`src/rtl/uart_tx_arbiter.sv`:
```
// Round-robin arbiter that shares one UART_TX serializer between NUM_REQ requesters.
// It latches the winning requester's byte and parity setup, then sequences Data_Valid and Busy.
module uart_tx_arbiter #(
  parameter int DATA_WIDTH = 8,
  parameter int NUM_REQ    = 4,
  parameter int BUSY_TO    = 4,
  localparam int IDW       = $clog2(NUM_REQ),
  localparam int CW        = $clog2(BUSY_TO + 1)
) (
  input  logic                          CLK,
  input  logic                          RST,
  input  logic [NUM_REQ-1:0]            REQ,
  input  logic [NUM_REQ*DATA_WIDTH-1:0] REQ_DATA,
  input  logic [NUM_REQ-1:0]            REQ_PAR_EN,
  input  logic [NUM_REQ-1:0]            REQ_PAR_TYP,
  output logic [NUM_REQ-1:0]            ACK,
  input  logic                          Busy,
  output logic [DATA_WIDTH-1:0]         P_DATA,
  output logic                          Data_Valid,
  output logic                          PAR_EN,
  output logic                          PAR_TYP,
  output logic [IDW-1:0]                GRANT_ID,
  output logic                          ARB_BUSY,
  output logic                          TO_ERR
);

  localparam logic [1:0] ST_IDLE      = 2'd0;
  localparam logic [1:0] ST_WAIT_BUSY = 2'd1;
  localparam logic [1:0] ST_WAIT_DONE = 2'd2;

  localparam logic [IDW:0]         NREQ_W   = (IDW+1)'(NUM_REQ);
  localparam logic [IDW-1:0]       LAST_ID  = IDW'(NUM_REQ - 1);
  localparam logic [NUM_REQ-1:0]   ONE_HOT0 = NUM_REQ'(1);
  localparam logic [CW-1:0]        TO_LIMIT = CW'(BUSY_TO);

  logic [DATA_WIDTH-1:0] req_word [NUM_REQ];

  for (genvar g = 0; g < NUM_REQ; g++) begin : g_slice
    assign req_word[g] = REQ_DATA[g*DATA_WIDTH +: DATA_WIDTH];
  end

  logic [1:0]            state_q, state_d;
  logic [IDW-1:0]        ptr_q, ptr_d;
  logic [CW-1:0]         cnt_q, cnt_d, cnt_inc;
  logic [NUM_REQ-1:0]    ack_q, ack_d;
  logic [DATA_WIDTH-1:0] p_data_q, p_data_d;
  logic                  dv_q, dv_d;
  logic                  par_en_q, par_en_d;
  logic                  par_typ_q, par_typ_d;
  logic [IDW-1:0]        grant_id_q, grant_id_d;
  logic                  arb_busy_q, arb_busy_d;
  logic                  to_err_q, to_err_d;

  logic                  win_found;
  logic [IDW-1:0]        win_idx;
  logic [IDW:0]          sum;
  logic [IDW-1:0]        slot;

  // Search upward from ptr with wrap; the first hit wins.
  always_comb begin
    win_found = 1'b0;
    win_idx   = '0;
    sum       = '0;
    slot      = '0;
    for (int i = 0; i < NUM_REQ; i++) begin
      sum = {1'b0, ptr_q} + (IDW+1)'(i);
      if (sum >= NREQ_W) sum = sum - NREQ_W;
      slot = sum[IDW-1:0];
      if (!win_found && REQ[slot]) begin
        win_found = 1'b1;
        win_idx   = slot;
      end
    end
  end

  assign cnt_inc = cnt_q + CW'(1);

  always_comb begin
    state_d    = state_q;
    ptr_d      = ptr_q;
    cnt_d      = cnt_q;
    ack_d      = '0;
    dv_d       = 1'b0;
    to_err_d   = 1'b0;
    p_data_d   = p_data_q;
    par_en_d   = par_en_q;
    par_typ_d  = par_typ_q;
    grant_id_d = grant_id_q;
    case (state_q)
      ST_IDLE: begin
        if (!Busy && win_found) begin
          ack_d      = ONE_HOT0 << win_idx;
          dv_d       = 1'b1;
          p_data_d   = req_word[win_idx];
          par_en_d   = REQ_PAR_EN[win_idx];
          par_typ_d  = REQ_PAR_TYP[win_idx];
          grant_id_d = win_idx;
          ptr_d      = (win_idx == LAST_ID) ? '0 : win_idx + IDW'(1);
          cnt_d      = '0;
          state_d    = ST_WAIT_BUSY;
        end
      end
      ST_WAIT_BUSY: begin
        if (Busy) begin
          state_d = ST_WAIT_DONE;
        end else if (cnt_inc == TO_LIMIT) begin
          // The frame never started: drop the request, do not retry it.
          to_err_d = 1'b1;
          cnt_d    = '0;
          state_d  = ST_IDLE;
        end else begin
          cnt_d = cnt_inc;
        end
      end
      ST_WAIT_DONE: begin
        if (!Busy) state_d = ST_IDLE;
      end
      default: state_d = ST_IDLE;
    endcase
    arb_busy_d = (state_d != ST_IDLE);
  end

  always_ff @(posedge CLK) begin
    if (RST) begin
      state_q    <= ST_IDLE;
      ptr_q      <= '0;
      cnt_q      <= '0;
      ack_q      <= '0;
      p_data_q   <= '0;
      dv_q       <= 1'b0;
      par_en_q   <= 1'b0;
      par_typ_q  <= 1'b0;
      grant_id_q <= '0;
      arb_busy_q <= 1'b0;
      to_err_q   <= 1'b0;
    end else begin
      state_q    <= state_d;
      ptr_q      <= ptr_d;
      cnt_q      <= cnt_d;
      ack_q      <= ack_d;
      p_data_q   <= p_data_d;
      dv_q       <= dv_d;
      par_en_q   <= par_en_d;
      par_typ_q  <= par_typ_d;
      grant_id_q <= grant_id_d;
      arb_busy_q <= arb_busy_d;
      to_err_q   <= to_err_d;
    end
  end

  assign ACK        = ack_q;
  assign P_DATA     = p_data_q;
  assign Data_Valid = dv_q;
  assign PAR_EN     = par_en_q;
  assign PAR_TYP    = par_typ_q;
  assign GRANT_ID   = grant_id_q;
  assign ARB_BUSY   = arb_busy_q;
  assign TO_ERR     = to_err_q;

endmodule

```
`config.mk`:
```
export PLATFORM = sky130hd
export DESIGN_NAME = uart_tx_arbiter
export DESIGN_NICKNAME = d
export VERILOG_FILES = /design/src/rtl/uart_tx_arbiter.sv
export SDC_FILE = /design/constraint.sdc
export NUM_CORES = 1
export LEC_CHECK = 0
export BUFFER_PORTS_ARGS = -buffer_cell sky130_fd_sc_hd__buf_2
export CORE_ASPECT_RATIO = 1.25
export CORE_MARGIN = 2
export CORE_UTILIZATION = 49
export CTS_CLUSTER_SIZE = 8
export DETAILED_ROUTE_END_ITERATION = 8
export PLACE_DENSITY = 0.8
export SYNTH_ARGS = -nofsm -noshare
export SYNTH_HDL_FRONTEND = slang
export SYNTH_SLANG_ARGS = --single-unit
```
`constraint.sdc`:
```
create_clock -name CLK -period 3.3 [get_ports CLK]
set_input_delay 0.495 -clock CLK [delete_from_list [all_inputs] [get_ports CLK]]
set_output_delay 0.495 -clock CLK [all_outputs]
set_load 0.005 [all_outputs]
```
* Yosys cells after proc, flatten, opt, wreduce, memory -nomap -nowiden
Index checks and enable logic that the tools add are counted.
** Word-level totals
- Flip-flop bits (word level) :: 26
- Input bits :: 47
- Output and inout port bits :: 19
- Logic and storage cells :: 96
** Operators by class
- Add/subtract/negate cells :: 9
- Magnitude comparators :: 10
- Equality and inequality tests :: 6
- Shifts and indexed selects :: 1
- Muxes and demuxes :: 39
- Bitwise logic cells :: 4
- Reduce and logical (&&, ||, !) cells :: 16
** Operators by type and width (number)
- 2-bit two-way mux :: 13
- 8-bit binary-select mux with 2-bit select :: 1
- 8-bit two-way mux :: 2
- 2-bit by 3-bit < comparator with 1-bit output (second input constant) :: 5
- 1-bit binary-select mux with 2-bit select :: 6
- 3-bit >= comparator (second input constant) :: 4
- 1-bit two-way mux :: 12
- 3-bit two-way mux :: 3
- 2-bit by 1-bit subtractor with 2-bit output (second input constant) :: 4
- 2-bit by 2-bit adder with 3-bit output (second input constant) :: 2
- 2-bit one-hot mux with 3 select lines :: 1
- 3-bit one-hot mux with 2 select lines :: 1
- 3-bit OR reduction :: 2
- 2-bit == test (second input constant) :: 2
- 1-bit logical AND :: 4
- 1-bit logical NOT :: 4
- 2-bit inequality test (second input constant) :: 2
- 2-bit nonzero test :: 2
- 1-bit by 2-bit << shifter with 4-bit output (first input constant) :: 1
- 2-bit by 1-bit adder with 3-bit output (second input constant) :: 1
- 3-bit by 1-bit adder with 3-bit output (second input constant) :: 1
- 3-bit == test (second input constant) :: 1
- 2-bit by 3-bit >= comparator with 1-bit output (second input constant) :: 1
- 1-bit inverter :: 3
- 7 further kinds :: 7

* Depth between registers and ports, before layout
- Word-level depth :: 18
- Mapped depth :: 9
- Gate-level depth less buffers :: 7

* Worst setup path after synthesis
OpenSTA, ideal clock, no wires.
- Kind :: input to register
- Start :: in REQ[2]
- End :: reg ptr_q[0]
- Arrival :: 2.017 ns
- Required time :: 3.229 ns
- Slack :: 1.213 ns
- Stages :: 9
- Buffers on the path :: 2
- Cells stage by stage :: nor2b_1 -> nor3b_1 -> o22ai_1 -> inv_2 -> buf_2 -> buf_2 -> ha_1 -> or3_1 -> a21oi_1
** On the way
- Longest elaborated chain between the ends :: 14
** Ends and longest elaborated chain
- start: declaration :: RTL line 12 : input logic [NUM_REQ-1:0] REQ,
- 1-bit binary-select mux with 2-bit select :: RTL line 69 : if (!win_found && REQ[slot]) begin
- 1-bit two-way mux (implied by the code) :: RTL line 69
- 1-bit two-way mux :: RTL line 69
- 1-bit logical NOT :: RTL line 69
- 1-bit logical AND :: RTL line 69
- 1-bit two-way mux :: RTL line 69
- 1-bit logical NOT :: RTL line 69
- 1-bit logical AND :: RTL line 69
- 1-bit two-way mux :: RTL line 69
- 1-bit logical NOT :: RTL line 69
- 1-bit logical AND :: RTL line 69
- 2-bit two-way mux * :: RTL line 69
- via win_idx[0] :: RTL line 55 : logic [IDW-1:0] win_idx;
- 2-bit by 1-bit adder with 2-bit output or 2-bit == test (tied branches) :: RTL line 98 : ptr_d = (win_idx == LAST_ID) ? '0 : win_idx + IDW'(1);
- 2-bit two-way mux * :: RTL line 98
- end signal: assignment :: RTL line 138 : ptr_q <= ptr_d;
- end: declaration :: RTL line 43 : logic [IDW-1:0] ptr_q, ptr_d;
Mark *: on every way through the listed nets, which the timed path passes. The rest lies on a longest branch. The select of a mux whose other input is x is not followed.
A chain may end at the register's enable or synchronous reset.

* Worst setup path in the final report
- Start :: reg ptr_q[0]
- End :: reg ptr_q[0]
** On the way
- Longest elaborated chain between the ends :: 16
** Ends and longest elaborated chain
- branches (longest 16 deep; another with 2-bit by 1-bit adder with 3-bit output)
Several ways; the timed one is not identified. The select of a mux whose other input is x is not followed.

==> flow_metrics.py <==
metrics = {
    "yosys": {
        "syn_area_per_cell_um2": 8.32,
        "ys_seq_elements": 26,
        "syn_area_um2": 1400,
        "synth_top_cells_by_area": "dfxtp_1 37%, nand2_1 11%, mux2_1 8.1%",
        "yosysUniqueCellTypes": 36,
        "synth_top_area_cell": "dfxtp_1",
        "async_reset_ff_frac": 0,
        "synth_enable_flop_cells": 0,
        "syn_nets": 218,
        "synth_top_area_frac": 0.372,
        "yosys_warnings": 0,
        "syn_inst": 168,
        "synth-main-ff-cell": "dfxtp_1",
        "yosysSeqAreaShare": 0.372,
    },
    "setup_path": {
        "critPathKind": "flop to flop",
        "worst-endpoint-required_ns": 3.57,
        "crit_family": "compound AO/OA/AOI/OAI gates",
        "arrival_ns": 2.93,
        "path_buf_inv": 1,
        "max_stage_delay_ns": 0.79,
        "cp-start-kind": "flop",
        "crit_path_end_kind": "flop",
        "critPathMaxFanout": 25,
        "crit_slowest_cell": "o22ai_1",
        "worstPathCellList": "nor2b_1 -> nor3b_1 -> o22ai_1 -> inv_2 -> ha_1 -> or3_1 -> a21oi_1",
    },
    "drt": {
        "viasPerCell": 5.41,
        "wl_per_cell_um": 13.0,
        "routed_wl_um": 3400,
        "drc": 0,
        "routed-via-count": 1413,
        "dr.pass1.iters": 4,
        "drtIter0Drc": 45,
        "final_antenna_net_count": 0,
    },
    "timing": {
        "fin_ws_ns": 0.639,
        "relSlewSlack": 0.315,
        "worstMarginPinSlew_ns": 1.03,
        "period_share": 0.806,
        "hold_viol": 0,
        "setup_violations": 0,
        "final_max_slew_viol_count": 0,
        "clock_skew_ns": 0.00487,
        "timing.fmax_mhz": 376,
        "rsz0062_at_grt": "no",
        "layout_min_cycle_time_ns": 2.66,
        "finalSetupTns_ns": 0,
    },
    "pwr": {
        "clockPowerShare": 0.224,
        "leakage_nw": 0.755,
        "seqPwrFrac": 0.512,
        "ir_drop_mv": 0.326,
        "power_density_nw_per_um2": 406,
        "p_sw_frac": 0.303,
        "switchingPower_mw": 0.215,
        "p_int_mw": 0.495,
        "p_comb_frac": 0.264,
    },
    "clocking": {
        "insertion_delay_ns": 0.32,
        "cts.sinks": 26,
        "cts_setup_buffers": 0,
        "cts_resized": 0,
        "cts_root_buf": "clkbuf_4",
        "clock_path_buffers": 2,
        "clk_pin_slew_ns": 0.13,
        "cts_buffers": 3,
        "cts_hold_buf": 0,
        "cts_tree": "yes",
        "htree_levels": 1,
    },
    "layout": {
        "final_common_cell": "buf_2",
        "register_area_um2": 520,
        "multiInputGateArea_um2": 815,
        "final_nets": 278,
        "fill_cells": 243,
        "n_antenna_cell": 0,
        "syn2layout_area_growth_pct": 25.2,
        "final_cell_mix": "65 x buf_2, 41 x nand2_1, 26 x dfxtp_1",
        "fin_cells": 261,
        "drive_above_1_share": 0.326,
    },
    "worst_hold_path": {
        "holdCritPathClass": "input port to flop",
    },
    "global_routing": {
        "grt_remaining_overflow": 0,
        "grt_max_degree": 26,
        "grt_use_total": 0.216,
        "grt_pass1_vias": 1334,
        "grt_antenna_before_repair": 0,
        "grt_pass1_wl_um": 5580,
    },
    "place": {
        "pre_cts_ws_ns": 0.364,
        "io_buffers": 65,
        "dp.cells": 257,
        "routabilityCongestion": 0.699,
        "dp_hpwl_um": 2490,
    },
    "floorplanning": {
        "die_w_um": 51.8,
        "rows": 21,
        "core_um2": 2710,
        "die_h_um": 63.7,
        "initial_core_util": 0.516,
        "pin_count": 66,
        "die_area_um2": 3300,
    },
    "outcome": {
        "status": "completed",
    },
    "job": {
        "maxCapViolations": 0,
    },
}
through the flow:
step | hold slack [ns] | power [mW] | instance area [µm²] | utilization
2_1_floorplan | 0.446 | 0.487 | 1400 | -
3_3_place_gp | 0.451 | 0.553 | 1710 | 0.633
3_5_place_dp | 0.448 | 0.557 | 1710 | 0.633
4_1_cts | 0.364 | 0.714 | 1750 | 0.647
5_1_grt | 0.359 | 0.754 | 1750 | 0.647
6_report | 0.366 | 0.710 | 1750 | 0.647
power groups by stage:
stage	combinational (mW)	clock [mW]	sequential, mW
final	0.188	0.159	0.363
after global placement	0.184	0	0.369
after global routing	0.210	0.177	0.367
after floorplan	0.117	0	0.370
after detailed placement	0.187	0	0.370
after CTS	0.188	0.163	0.363
Yosys cell counts, types with 2 or more instances:
library cell	instances
clkbuf_1	4
nor2b_1	4
a22oi_1	10
and3_1	2
nor3_1	4
nand2b_1	3
nand2_1	41
dfxtp_1	26
mux2_1	10
ha_1	3
o21ai_1	11
nor3b_1	2
a21oi_1	7
inv_1	2
buf_2	5
nor2_1	5
a32oi_1	10
final timing paths:
| path | slack (ns) | to | start | cells after the start |
|---|---|---|---|---|
| setup / recovery | 0.64 | ptr_q[0] | ptr_q[0] | 7 |
| hold / removal | 0.37 | TO_ERR | Busy | 2 |
| setup reg to reg | 0.64 | ptr_q[0] | ptr_q[0] | 7 |
| hold reg to reg | 0.46 | GRANT_ID[1] | GRANT_ID[1] | 2 |
registers in the layout (all words and copies together), names as in the netlist, 2 cells and up:
register  cells
ACK           4
GRANT_ID      2
P_DATA        8
cnt_q         3
ptr_q         2
state_q       2
kinds of logic (layout without fill, tap and decap cells):
| kind of cell | Yosys count | count (layout) | share of synthesized area |
|---|---|---|---|
| flops | 26 | 26 | 0.372 |
| simple gates | 70 | 70 | 0.243 |
| xor+xnor | 1 | 1 | 0.00627 |
| buf+inv | 13 | 72 | 0.0448 |
| mux | 10 | 10 | 0.0806 |
| compound gates | 45 | 45 | 0.226 |
| fa+ha+maj | 3 | 3 | 0.0269 |
per-layer routing:
metal  track usage  vias to the layer above  share of wire  wire length (µm)
met4        0.0724                        0          0.011                39
li1              -                      720              -                 -
met2         0.397                       65           0.47              1610
met1         0.249                      624           0.44              1480
met3        0.0284                        4          0.079               269
met5             0                        -              0                 0
area by class of cell:
class | count | share of cell area
clock buffer | 4 | 0.0207
inverter | 3 | 0.00643
multi-input combinational | 129 | 0.465
sequential | 26 | 0.297
tap | 34 | 0.0243
timing repair buffer | 65 | 0.186
worst register-to-register path, delay by kind of cell (launching register included):
kind | cells | cell delay [ns]
compound gates | 2 | 0.93
fa+ha+maj | 1 | 0.31
flops | 1 | 0.35
simple gates | 3 | 0.59
buf+inv | 1 | 0.43
Note: power is estimated with default switching activity, not from simulation.
